[src/rtl/sevseg_scan_ctrl.sv]
// sevseg_scan_ctrl: round-robin scan controller for a common-anode multi-digit seven-segment display
module sevseg_scan_ctrl #(
  parameter int NUM_DIGITS   = 8,
  parameter int DIGIT_CYCLES = 100000,
  parameter int BLANK_CYCLES = 1000
) (
  input  logic                    clk,
  input  logic                    rst_n,
  input  logic [4*NUM_DIGITS-1:0] load_data,
  input  logic [NUM_DIGITS-1:0]   load_dp,
  input  logic [NUM_DIGITS-1:0]   load_blank,
  input  logic                    load_valid,
  output logic                    load_ready,
  output logic [NUM_DIGITS-1:0]   an_n,
  output logic [7:0]              seg_n,
  output logic                    frame_done
);
  localparam int MAXC = DIGIT_CYCLES > BLANK_CYCLES ? DIGIT_CYCLES : BLANK_CYCLES;
  localparam int CW = $clog2(MAXC + 1);
  localparam int IW = $clog2(NUM_DIGITS);
  localparam bit HAS_G = BLANK_CYCLES > 0;
  localparam logic [CW-1:0] G_LAST = CW'(HAS_G ? BLANK_CYCLES - 1 : 0);
  localparam logic [CW-1:0] S_LAST = CW'(DIGIT_CYCLES - 1);
  localparam logic [IW-1:0] I_LAST = IW'(NUM_DIGITS - 1);
  localparam logic [16*7-1:0] PAT = {7'h71, 7'h79, 7'h5E, 7'h58, 7'h7C, 7'h77, 7'h67, 7'h7F,
                                     7'h07, 7'h7D, 7'h6D, 7'h66, 7'h4F, 7'h5B, 7'h06, 7'h3F};
  typedef enum logic {GUARD, SHOW} state_t;
  localparam state_t ST_RST = HAS_G ? GUARD : SHOW;
  state_t                  st, nxt_st;
  logic [CW-1:0]           cnt, nxt_cnt;
  logic [IW-1:0]           idx, nxt_idx;
  logic [4*NUM_DIGITS-1:0] act_data, pend_data, nxt_data;
  logic [NUM_DIGITS-1:0]   act_dp, pend_dp, nxt_dp;
  logic [NUM_DIGITS-1:0]   act_blank, pend_blank, nxt_blank;
  logic                    last, digit_end, wrap, swap, accept, lit;
  logic [3:0]              nib;
  logic [NUM_DIGITS-1:0]   an_d;
  logic [7:0]              seg_d;
  // pending slot is full exactly when load_ready is low
  always_ff @(posedge clk or negedge rst_n)
    if (!rst_n) begin
      st         <= ST_RST;
      cnt        <= '0;
      idx        <= '0;
      act_data   <= '0;
      act_dp     <= '0;
      act_blank  <= '1;
      pend_data  <= '0;
      pend_dp    <= '0;
      pend_blank <= '0;
      load_ready <= 1'b1;
      an_n       <= '1;
      seg_n      <= 8'hFF;
      frame_done <= 1'b0;
    end else begin
      st         <= nxt_st;
      cnt        <= nxt_cnt;
      idx        <= nxt_idx;
      act_data   <= nxt_data;
      act_dp     <= nxt_dp;
      act_blank  <= nxt_blank;
      if (accept) begin
        pend_data  <= load_data;
        pend_dp    <= load_dp;
        pend_blank <= load_blank;
      end
      load_ready <= ~accept & (load_ready | swap);
      an_n       <= an_d;
      seg_n      <= seg_d;
      frame_done <= wrap;
    end
  always_comb begin
    last      = st == GUARD ? cnt == G_LAST : cnt == S_LAST;
    digit_end = st == SHOW && last;
    wrap      = digit_end && idx == I_LAST;
    nxt_st    = last ? (st == GUARD ? SHOW : (HAS_G ? GUARD : SHOW)) : st;
    nxt_cnt   = last ? '0 : cnt + 1'b1;
    nxt_idx   = digit_end ? (wrap ? '0 : idx + 1'b1) : idx;
    accept    = load_valid && load_ready;
    swap      = wrap && !load_ready;
    nxt_data  = swap ? pend_data : act_data;
    nxt_dp    = swap ? pend_dp : act_dp;
    nxt_blank = swap ? pend_blank : act_blank;
  end
  // outputs are registered from next-state values so they line up with the state they describe
  always_comb begin
    lit   = nxt_st == SHOW && !nxt_blank[nxt_idx];
    nib   = nxt_data[4*nxt_idx +: 4];
    an_d  = lit ? ~(NUM_DIGITS'(1) << nxt_idx) : '1;
    seg_d = lit ? ~{nxt_dp[nxt_idx], PAT[7*nib +: 7]} : 8'hFF;
  end
endmodule
[config.mk]
export PLATFORM = sky130hd
export DESIGN_NAME = sevseg_scan_ctrl
export DESIGN_NICKNAME = d
export VERILOG_FILES = /design/src/rtl/sevseg_scan_ctrl.sv
export SDC_FILE = /design/constraint.sdc
export NUM_CORES = 1
export LEC_CHECK = 0
export BUFFER_PORTS_ARGS = -buffer_cell sky130_fd_sc_hd__buf_2
export CORE_MARGIN = 1.5
export CORE_UTILIZATION = 42
export DETAILED_ROUTE_END_ITERATION = 6
export SETUP_SLACK_MARGIN = 0.15
export SYNTH_ARGS = -nofsm -noshare
export SYNTH_HDL_FRONTEND = slang
export SYNTH_SLANG_ARGS = --single-unit
[constraint.sdc]
create_clock -name clk -period 3.9 [get_ports clk]
set_clock_uncertainty 0.15 [all_clocks]
set_input_delay 0.585 -clock clk [delete_from_list [all_inputs] [get_ports clk]]
set_output_delay 0.585 -clock clk [all_outputs]
set_load 0.01 [all_outputs]
==> impl_results.md, run 1 <==
- Status: finished clean
- Routed Antenna Nets: 0
- Vias per inst: 5.22
- WL/cell: 16.8 µm
- Reg area: 0.00341 mm²
- Worst hold path class: input port to async pin
- Reg2Reg Setup Slack: 0.27 ns
- Num rows: 43
- Initial antenna violation count: 0
- CP Capture Type: register
- Mapped Nets: 562
- Cts bufs inserted: 17
- Xor and xnor area share after synthesis: 2.15%
- CP arrival: 3.80 ns
- Top FF cell, synth: dfrtp_1
- Crit path cell chain: ha_1, ha_1, nor2b_1, buf_4, nand3_4, buf_6, mux2_2, a31oi_1, o211a_1, a31oi_2, inv_1, ha_4, nor3_1, a211oi_1, o31ai_1
- Largest family of logic cells by synthesized area: multiplexers
- Post-layout nets: 650
- Global placer's final weighted congestion: 0.838
- CTS tree: built
- Clock insertion delay at the later pin of the skew report: 0.42 ns
- Mapped Area: 0.00611 mm²
- Synth Instances: 503
- Worst r2r src: idx[0]
- Drt pass-1 iters: 4
- Slew margin rel.: 22.4%
- Clock slew at reported path FFs: 0.06 ns
- P_leak: 0.00375 µW
- Share of cells above drive strength 1: 40.2%
- First-pass GRT wire length: 21200 µm
- Clock sink count: 135
- Largest net degree at the start of global routing: 60
- Post-synth EDFFs: 0
- Startpoint types: register
- Seq/Total Area, Yosys: 55.8%
- Setup WS pre-CTS: 0.0874 ns
- I/O pins: 69
- #FFs+latches synth: 135
- Tmin final: 3.63 ns
- Die footprint: 0.0153 mm²
- Layout area overhead: 22.3%
- Mean Syn Cell Area: 12.1 µm²
- Setup Viol. Count Final: 0
- Compound-gate portion of the synthesized area: 8.01%
- Pwr per Cell Area: 448 mW/mm²
- Post-Route WL: 13200 µm
- Grt ovf: 0
- Dpl cells: 747
- Critical-path top delay cell: dfrtp_2
- Total track usage: 18.6%
- Vias post-DR: 4092
- H-tree Lvls: 4
- Worst-path maximum fanout: 13
- Clock Path Buffers: 2
- Worst setup margin: 0.267 ns
- Core area: 0.0140 mm²
- Seq pwr share: 41.9%
- Antenna diodes: 0
- Vias in the first global route: 4156
- Switching power total: 653 µW
- Max stage delay on crit path: 0.47 ns
- Number of max-cap violations: 0
- DPL Wire Length: 9010 µm
- CP dominant cell by count: ha_1
- Fin Hold WS: 0.0171 ns
- Residual DRC: 0
- Hold Vio Cnt, Final: 0
- Simple-gate share of the synthesized area: 12.4%
- IO buf count: 68
- Mux contribution to synthesized area: 16.8%
- Max Slew Vio Count: 0
- Iteration-0 DRC Markers: 230
- CTS root buf: clkbuf_16
- Multi-input logic area: 0.00254 mm²
- FFs w/ async S/R, synth: 100%
- Worst vdd ir: 0.000315 V
- Post-route insts no fill: 784
- Synthesized-area fraction occupied by adder cells: 1.64%
- RSZ-0062 raised after global routing: false
- Library cells used by synthesis: 66
- Combinational share of power: 1.6%
- Fin util: 53.2%
- Clk pwr share: 56.4%
- Critical path type: register to register
- Internal: 2690 µW
- Final setup TNS: 0 ns
- Die Span X: 124 µm
- Setup crit start: idx[0]
- Die height: 124 µm
- Synth warnings: 0
- Initial Util: 43.5%
- Fin crit share: 93.2%
- # fillers: 1193
- Sw frac: 19.5%
- Actual slew at the worst max-slew pin: 1.16 ns
- Worst path required time: 4.06 ns
- Fmax: 275 MHz
through the flow:
stage	cell area, µm²	power, µW
4_1_cts	7410	3380
6_report	7470	3340
5_1_grt	7470	3450
3_5_place_dp	6680	1480
3_3_place_gp	6680	1480
2_1_floorplan	6110	1430
metal layers:
layer / global-route usage (%) / up-vias / wire length [µm]
li1: - / 1944 / -
met1: 25.1 / 2038 / 6250
met2: 28.4 / 91 / 6120
met3: 5.04 / 19 / 507
met4: 7.83 / 0 / 271
met5: 0 / - / 0
state kept, by name, indices dropped and copies added (netlist names):
register / cells
act_blank: 8
idx: 3
pend_dp: 8
act_dp: 8
cnt: 17
pend_data: 32
load_ready: 1
an_n: 8
act_data: 32
seg_n: 8
st: 1
pend_blank: 8
frame_done: 1
worst paths after layout:
path	end	cells after the start
max in group asynchronous	seg_n[6]	2
min	pend_dp[5]	1
max reg2reg	seg_n[3]	15
max	seg_n[3]	15
min in group clk	pend_data[12]	2
min reg2reg	act_dp[4]	2
cell families (layout without fill, tap and decap cells):
family | after synthesis | after routing
buffers and inverters | 40 | 141
multiplexers | 91 | 91
flip-flops | 135 | 135
XOR/XNOR | 15 | 15
adder cells (fa/ha/maj) | 8 | 8
AND/OR/NAND/NOR | 152 | 152
AO/OA/AOI/OAI | 62 | 62
cell usage after synthesis, types with 2 or more instances:
cell type | number | area share, %
and4_1 | 2 | 0.29
o221ai_1 | 2 | 0.29
ha_1 | 8 | 1.6
o21ai_0 | 11 | 0.90
inv_2 | 2 | 0.12
xor2_1 | 7 | 1.0
and3_1 | 5 | 0.51
buf_4 | 4 | 0.49
nor2_1 | 25 | 1.5
xnor2_1 | 8 | 1.1
a22oi_1 | 2 | 0.25
mux2i_1 | 22 | 3.6
mux2_2 | 64 | 12
buf_6 | 4 | 0.74
clkbuf_1 | 8 | 0.49
nor2b_1 | 4 | 0.41
buf_2 | 3 | 0.25
o22a_1 | 3 | 0.43
a31oi_1 | 2 | 0.20
nand2_1 | 71 | 4.4
a21o_1 | 3 | 0.37
nand3_1 | 16 | 1.3
nor3_1 | 5 | 0.41
and2_1 | 2 | 0.20
inv_1 | 19 | 1.2
nand4_1 | 8 | 0.82
dfrtp_1 | 110 | 45
and4b_1 | 2 | 0.33
dfstp_2 | 25 | 11
a211oi_1 | 8 | 0.98
nor2_4 | 2 | 0.37
o2111ai_1 | 2 | 0.29
mux2_4 | 4 | 0.98
a21oi_1 | 7 | 0.57
o22ai_1 | 2 | 0.20
final cells by class:
cell class                      instances  area share (%)
Clock buffer                           17            5.70
Clock inverter                         15            3.65
Inverter                               21            1.09
Multi-Input combinational cell        328            34.0
Sequential cell                       135            45.7
Tap cell                              180            3.02
Timing Repair Buffer                   88            6.82
worst max-delay path, delay by kind of cell (launching register included):
family	cells	cell delay, ns
AND/OR/NAND/NOR	3	0.51
buffers and inverters	3	0.54
flip-flops	1	0.47
adder cells (fa/ha/maj)	3	0.69
AO/OA/AOI/OAI	5	0.77
multiplexers	1	0.36
power groups by stage:
stage | clock, µW | combinational, µW | sequential, µW
2_1_floorplan | 0 | 0.542 | 1430
3_3_place_gp | 0 | 55.5 | 1430
3_5_place_dp | 0 | 56.8 | 1430
4_1_cts | 1930 | 57.0 | 1400
5_1_grt | 1990 | 62.3 | 1400
6_report | 1890 | 53.6 | 1400
placed cells by master, fill, tap and decap left out, types with 3 or more instances in the layout:
cell type   netlist  routed
a211oi_1          8       8
a21o_1            3       3
a21oi_1           7       7
and3_1            5       3
buf_2             3      67
buf_4             4      19
bufinv_16         0       7
clkbuf_16         0      17
clkinvlp_4        0       3
dfrtp_1         110     108
dfstp_2          25      25
ha_1              8       6
inv_1            19      18
mux2_2           64      64
mux2_4            4       4
mux2i_1          22      21
nand2_1          71      70
nand3_1          16      16
nand4_1           8       8
nor2_1           25      25
nor2b_1           4       4
nor3_1            5       5
o21ai_0          11      11
o22a_1            3       3
xnor2_1           8       8
xor2_1            7       7
what timing repair did:
| action | CTS | global route |
|---|---|---|
| buffers inserted | 3 | 2 |
| pin swaps | 1 | 1 |
| hold endpoints to repair | 0 | 0 |
| gates resized for setup | 2 | 14 |
| setup endpoints to repair | 1 | 4 |
| hold buffers | 0 | 0 |
(Power assumes the default switching activity.)
==> run 2, diff against run 1 <==
--- a/config.mk
+++ b/config.mk
@@ -6,7 +6,7 @@
 export NUM_CORES = 1
 export LEC_CHECK = 0
 export BUFFER_PORTS_ARGS = -buffer_cell sky130_fd_sc_hd__buf_2
-export CORE_MARGIN = 1.5
+export CORE_MARGIN = 2
 export CORE_UTILIZATION = 42
 export DETAILED_ROUTE_END_ITERATION = 6
 export SETUP_SLACK_MARGIN = 0.15
==> run 2 against run 1 <==
Routed wire length rose by 0.43%. Non-clock buffer count rose by 12. Sequential power barely moved. Worst hold slack improved by 0.10 ns. Utilization fell by 1.3 points. Critical endpoint unchanged.
==> impl_results.md, run 2 (synthesis results as in run 1) <==
- Residual DRC: 0 (unchanged)
- WL/cell: 16.5 µm (-1.5%)
- Clock insertion delay at the later pin of the skew report: 0.42 ns (about the same)
- Worst vdd ir: 0.000301 V (-4.3%)
- Post-Route WL: 13200 µm (+0.43%)
- Fin crit share: 92.4% (-0.77 points)
- Most frequent cells in the layout: dfrtp_1, nand2_1, buf_2, mux2_2, buf_4
- Commonest non-fill, non-tap cell in the layout: dfrtp_1
- Die height: 125 µm (+0.81%)
- Initial antenna violation count: 0 (unchanged)
- IO buf count: 68 (unchanged)
- Grt met3 use: 5.41% (+0.38 points)
- CTS tree: built
- Post-route insts no fill: 799 (+1.9%)
- Post-layout nets: 662 (+1.8%)
- RSZ-0062 raised after global routing: false
- CTS root buf: clkbuf_16
- Fin Hold WS: 0.122 ns (+0.105 ns)
- Iteration-0 DRC Markers: 294 (+28%)
- Dpl cells: 754 (+0.94%)
- Largest net degree at the start of global routing: 136 (+130%)
- P_leak: 0.00375 µW (+0.19%)
- Clock slew at reported path FFs: 0.06 ns (about the same)
- Fmax: 278 MHz (+0.84%)
- Final setup TNS: 0 ns (unchanged)
- Hold Vio Cnt, Final: 0 (unchanged)
- Worst-path maximum fanout: 8 (-5)
- Die footprint: 0.0155 mm² (+1.6%)
- Core area: 0.0144 mm² (+2.3%)
- Critical path type: register to register
- Drt pass-1 iters: 4 (unchanged)
- Num rows: 44 (+2.3%)
- Die Span X: 125 µm (+0.81%)
- Startpoint types: register
- Clock Path Buffers: 2 (unchanged)
- CP arrival: 3.78 ns (-0.02 ns)
- CP Capture Type: register
- CTS Hold Buffers Added: 0 (unchanged)
- Vias in the first global route: 4292 (+3.3%)
- First-pass GRT wire length: 22200 µm (+4.8%)
- Cts bufs inserted: 17 (unchanged)
- Tmin final: 3.60 ns (-0.0301 ns)
- Share of cells above drive strength 1: 41.1% (+0.91 points)
- Grt ovf: 0 (unchanged)
- H-tree Lvls: 4 (unchanged)
- DPL Wire Length: 9060 µm (+0.57%)
- Number of max-cap violations: 0 (unchanged)
- GR Layer Usage met1: 24.0% (-1.1 points)
- Vias post-DR: 4093 (+0.024%)
- Multi-input logic area: 0.00255 mm² (+0.34%)
- Max Slew Vio Count: 0 (unchanged)
- Clock sink count: 135 (unchanged)
- Actual slew at the worst max-slew pin: 1.18 ns (+0.0182 ns)
- Vias per inst: 5.12 (-1.9%)
- Slew margin rel.: 20.9% (-1.5 points)
- Initial Util: 42.5% (-0.99 points)
- Layer with the highest usage: met2
- Worst hold path class: input port to async pin
- I/O pins: 69 (unchanged)
- # fillers: 1252 (+4.9%)
- Reg area: 0.00341 mm² (about the same)
- Global placer's final weighted congestion: 0.891 (+6.4%)
- Status: finished clean
- Worst path required time: 4.07 ns (about the same)
- Setup Viol. Count Final: 0 (unchanged)
- Layout area overhead: 22.1%
- Antenna diodes: 0 (unchanged)
- Pwr per Cell Area: 402 mW/mm² (-10%)
- Largest registers: act_data: 32 flops, pend_data: 32 flops, cnt: 17 flops
- Routing usage on met2: 27.7% (-0.74 points)
- Total track usage: 18.0% (-0.60 points)
- Routed Antenna Nets: 0 (unchanged)
-- run 2: changes by cell type in the layout (fill, tap and decap cells not counted), sizes merged --
cell / previous run / this run
buf: 88 / 100
clkinvlp: 3 / 2
bufinv: 7 / 2
inv: 23 / 22
clkinv: 3 / 9
-- run 2: worst paths after layout --
| path | slack, ns | cells after the start | from | to |
|---|---|---|---|---|
| max in group asynchronous | 2.93 | 2 | rst_n | pend_data[24] |
| setup / recovery | 0.30 | 13 | cnt[13] | seg_n[3] |
| min in group clk | 0.24 | 2 | load_data[9] | pend_data[9] |
| hold reg to reg | 0.31 | 1 | cnt[0] | cnt[0] |
| hold / removal | 0.12 | 2 | rst_n | pend_dp[4] |
| setup reg to reg | 0.30 | 13 | cnt[13] | seg_n[3] |
-- run 2: per-layer routing --
layer  routed length, µm  share of wire, %
met5                   0                 0
met1                6160                47
met2                6280                48
met3                 524               4.0
met4                 239               1.8
-- run 2: power by group --
group | total [µW] | internal (µW) | switching [µW]
clock network | 1540 | 941 | 602
logic | 52.4 | 20.0 | 32.4
registers | 1400 | 1400 | 0
total | 3000 | 2360 | 635
-- run 2: worst max-delay path, stage by stage, from the launching register on --
cell	delay [ns]
dfrtp_1	0.43
nor4b_4	0.41
and3_4	0.32
and3_1	0.29
nor2_4	0.11
inv_2	0.19
nor2_1	0.07
or3_1	0.33
a31oi_2	0.23
inv_1	0.11
ha_2	0.33
nor3_2	0.19
a211oi_1	0.08
o31ai_1	0.26
-- run 2: timing repair --
| item | in CTS | in global routing |
|---|---|---|
| buffers inserted | 1 | 13 |
| endpoints found under the setup margin | 1 | 6 |
| resized for setup | 2 | 12 |
| pin swaps | 0 | 6 |
-- run 2: metrics by stage --
stage / instance area, µm² / setup slack (ns) / utilization [%] / total power, µW
6_report: 7460 / 0.297 / 51.9 / 3000
5_1_grt: 7460 / 0.153 / 51.9 / 3120
4_1_cts: 7300 / 0.154 / 50.8 / 3040
3_5_place_dp: 6710 / 0.166 / 46.7 / 1480
3_3_place_gp: 6710 / 0.264 / 46.7 / 1480
2_1_floorplan: 6110 / 0.446 / - / 1430
-- run 2: final cells by class --
cell class,instances,share of cell area [%]
Clock buffer,17,5.70
Sequential cell,135,45.7
Clock inverter,14,2.08
Inverter,21,1.06
Timing Repair Buffer,100,8.15
Multi-Input combinational cell,328,34.2
Tap cell,184,3.09
==> run 3, diff against run 2 <==
--- a/config.mk
+++ b/config.mk
@@ -5,6 +5,7 @@
 export SDC_FILE = /design/constraint.sdc
 export NUM_CORES = 1
 export LEC_CHECK = 0
+export ABC_AREA = 1
 export BUFFER_PORTS_ARGS = -buffer_cell sky130_fd_sc_hd__buf_2
 export CORE_MARGIN = 2
 export CORE_UTILIZATION = 42
==> run 3 against run 2 <==
Combinational power grew to 4.3 times the previous value. Clock-buffer cell count is 5 higher. Power is 14% higher. Die area grew 2.8%. Maximum frequency increased by 16%. Final cell count is 28% higher. First-iteration DRC count up 27%. Non-clock buffer count fell by 26. Sequential share of layout area rose by 0.79 points. Sequential power is 20% higher. Critical endpoint is now seg_n[1]. Largest power group is now registers. Highest routed layer unchanged.
==> impl_results.md, run 3 <==
- #FFs+latches synth: 135 (unchanged)
- Most frequent cell after synthesis: nand2_1
- Fin Hold WS: 0.0341 ns (-0.0880 ns)
- Vias per inst: 4.77 (-6.9%)
- Critical path type: register to register
- Fin crit share: 79.5% (-13 points)
- Sw frac: 24.5% (+3.3 points)
- Combinational share of power: 6.6% (+4.9 points)
- Setup Viol. Count Final: 0 (unchanged)
- Synth Instances: 756 (+50%)
- Library cells used by synthesis: 40 (-39%)
- Top cells by count, synth: nand2_1, dfrtp_1, inv_1
- Family with the most delay on the worst path: simple AND/OR/NAND/NOR gates
- Die Span X: 126 µm (+1.4%)
- Actual slew at the worst max-slew pin: 0.827 ns (-0.355 ns)
- First-pass GRT wire length: 24200 µm (+8.6%)
- Die height: 126 µm (+1.4%)
- Fmax: 323 MHz (+16%)
- Max Slew Vio Count: 0 (unchanged)
- Reg2Reg Setup Slack: 0.80 ns (+0.50 ns)
- Residual DRC: 0 (unchanged)
- Leading area contributor after synthesis: dfrtp_1
- Multi-input logic area: 0.00240 mm² (-5.9%)
- Post-CTS setup buffers: 0 (-1)
- Slew margin rel.: 44.8% (+24 points)
- Worst path required time: 4.09 ns (+0.02 ns)
- H-tree Lvls: 4 (unchanged)
- Number of max-cap violations: 0 (unchanged)
- Cts bufs inserted: 17 (unchanged)
- DPL Wire Length: 9270 µm (+2.3%)
- FFs w/ async S/R, synth: 100% (unchanged)
- R2R cell count: 20 (+7)
- Startpoint types: register
- Worst hold path class: input port to async pin
- Largest registers: act_data: 32 flops, pend_data: 32 flops, cnt: 17 flops
- Internal: 2590 µW (+9.6%)
- Clock sink count: 135 (unchanged)
- Post-layout nets: 882 (+33%)
- RSZ-0062 raised after global routing: false
- CP dominant cell by count: nand2_1
- Layer with the highest usage: met2
- Vias in the first global route: 5053 (+18%)
- Crit path cell chain: ha_1, nand2_1, inv_2, nand2_2, nor2_8, nand3_4, nor2_4, nand2_4, nand2_1, nand2_1, nand2_1, nand3_1, nor2_1, inv_1, nand2_1, ha_1, nand3_1, nor2_1, nor2_1, nand2_1
- Seq/Total Area, Yosys: 54.3% (-1.5 points)
- Post-route cell area: 0.00733 mm² (-1.7%)
- Reg area: 0.00341 mm² (about the same)
- Initial antenna violation count: 0 (unchanged)
- Buf/Inv on CP: 2 (unchanged)
- CTS root buf: clkbuf_16
- Drt pass-1 iters: 5 (+1)
- GR Layer Usage met1: 25.4% (+1.3 points)
- Status: finished clean
- Share of cells above drive strength 1: 22.6% (-19 points)
- Mux contribution to synthesized area: 0% (-17 points)
- Largest family of logic cells by synthesized area: simple AND/OR/NAND/NOR gates
- Switching power total: 839 µW (+32%)
- Total track usage: 19.0% (+1.0 points)
- Most frequent cells in the layout: nand2_1, dfrtp_1, buf_2, inv_1, nor2_1
- Synth area leaders: dfrtp_1, nand2_1, dfstp_2
- Iteration-0 DRC Markers: 373 (+27%)
- Compound-gate portion of the synthesized area: 4.58% (-3.4 points)
- Synthesized-area fraction occupied by adder cells: 1.59% (-0.045 points)
- Routing usage on met2: 30.1% (+2.5 points)
- Simple-gate share of the synthesized area: 31.5% (+19 points)
- Vias post-DR: 4866 (+19%)
- CP arrival: 3.30 ns (-0.48 ns)
- Post-DP Area: 0.00676 mm² (+0.69%)
- Clock Path Buffers: 2 (unchanged)
- Worst r2r src: cnt[0]
- Post-Route WL: 13700 µm (+3.5%)
- Num rows: 44 (unchanged)
- CTS tree: built
- Xor and xnor area share after synthesis: 0.558% (-1.6 points)
- Clk pwr share: 44.5% (-7.0 points)
- Final setup TNS: 0 ns (unchanged)
- Commonest non-fill, non-tap cell in the layout: nand2_1
- Clock slew at reported path FFs: 0.06 ns (about the same)
- Max stage delay on crit path: 0.37 ns (-0.06 ns)
- WL/cell: 13.4 µm (-19%)
- Synth warnings: 0 (unchanged)
- Mean Syn Cell Area: 8.31 µm² (-32%)
- Grt met3 use: 5.02% (-0.39 points)
- Routed Antenna Nets: 0 (unchanged)
- Die footprint: 0.0159 mm² (+2.8%)
- # fillers: 1392 (+11%)
- Core area: 0.0146 mm² (+1.5%)
- CP Capture Type: register
- Global placer's final weighted congestion: 0.834 (-6.4%)
- Synth top area share: 43.8% (-1.2 points)
- Clock insertion delay at the later pin of the skew report: 0.42 ns (about the same)
- Mapped Area: 0.00628 mm² (+2.8%)
- Layout area overhead: 16.7%
- P_leak: 0.00396 µW (+5.5%)
- Worst-path maximum fanout: 50 (+42)
- CTS resizes: 0 (-2)
- Antenna diodes: 0 (unchanged)
- Tmin final: 3.10 ns (-0.502 ns)
- Initial Util: 43.1% (+0.55 points)
- Seq pwr share: 48.9% (+2.1 points)
- Worst vdd ir: 0.000312 V (+3.7%)
- IO buf count: 68 (unchanged)
- CTS Hold Buffers Added: 0 (unchanged)
- R2R Path End: seg_n[1]
- Largest net degree at the start of global routing: 86 (-37%)
- Critical-path top delay cell: dfrtp_1
- Post-synth EDFFs: 0 (unchanged)
- Mapped Nets: 815 (+45%)
- Hold Vio Cnt, Final: 0 (unchanged)
- I/O pins: 69 (unchanged)
- Pwr per Cell Area: 468 mW/mm² (+16%)
- Final Power: 3430 µW (+14%)
- Grt ovf: 0 (unchanged)
- Top FF cell, synth: dfrtp_1
## run 3: cell count changes after synthesis, sizes merged, moves of 14 or more
cell / change
nand2: +282
mux2: -68
o21ai: +15
nand3: +23
mux2i: -23
nor2: +14
inv: +60
## run 3: logic make-up after synthesis
kind of cell             Yosys count
buffers and inverters            107
flip-flops                       135
XOR/XNOR                           4
AND/OR/NAND/NOR                  453
AO/OA/AOI/OAI                     49
adder cells (fa/ha/maj)            8
## run 3: layer usage
metal | vias to the layer above | routed length (µm)
li1 | 2455 | -
met2 | 99 | 6310
met3 | 18 | 580
met1 | 2294 | 6550
met5 | - | 0
met4 | 0 | 227
## run 3: worst reg2reg max path, delay by kind of cell, from the launching register on
kind	cells	cell delay, ns
flops	1	0.37
buf+inv	2	0.13
fa+ha+maj	2	0.46
simple gates	16	1.92
## run 3: how the worst max path moves through the flow
| stage | startpoint | end | slack, ns | depth (start not counted) |
|---|---|---|---|---|
| floorplan | cnt[0] | seg_n[1] | 1.31 | 21 |
| global placement | cnt[0] | seg_n[1] | 0.91 | 20 |
| detailed placement | cnt[0] | seg_n[3] | 0.79 | 17 |
| CTS | cnt[0] | seg_n[3] | 0.77 | 17 |
| global route | cnt[0] | seg_n[3] | 0.45 | 19 |
| finish | cnt[0] | seg_n[1] | 0.80 | 20 |
## run 3: power by group through the flow
stage               combinational (µW)  sequential, µW  clock (µW)
floorplan                          145            1660           0
global placement                   223            1700           0
detailed placement                 230            1700           0
CTS                                233            1680        1560
global route                       272            1700        1610
finish                             225            1680        1520
## run 3: area by class of cell
type,count,area share [%]
sequential,135,46.5
inverter,81,4.15
timing repair buffer,74,5.63
multi-input combinational,514,32.7
tap,184,3.14
clock inverter,10,1.33
clock buffer,22,6.47
## run 3: metrics by stage
stage | setup WS (ns) | utilization (%) | std cells
finish | 0.799 | 50.2 | 1020
global route | 0.447 | 50.2 | 1020
CTS | 0.772 | 50.2 | 1020
detailed placement | 0.787 | 46.3 | 988
global placement | 0.914 | 46.3 | 988
floorplan | 1.31 | - | 756
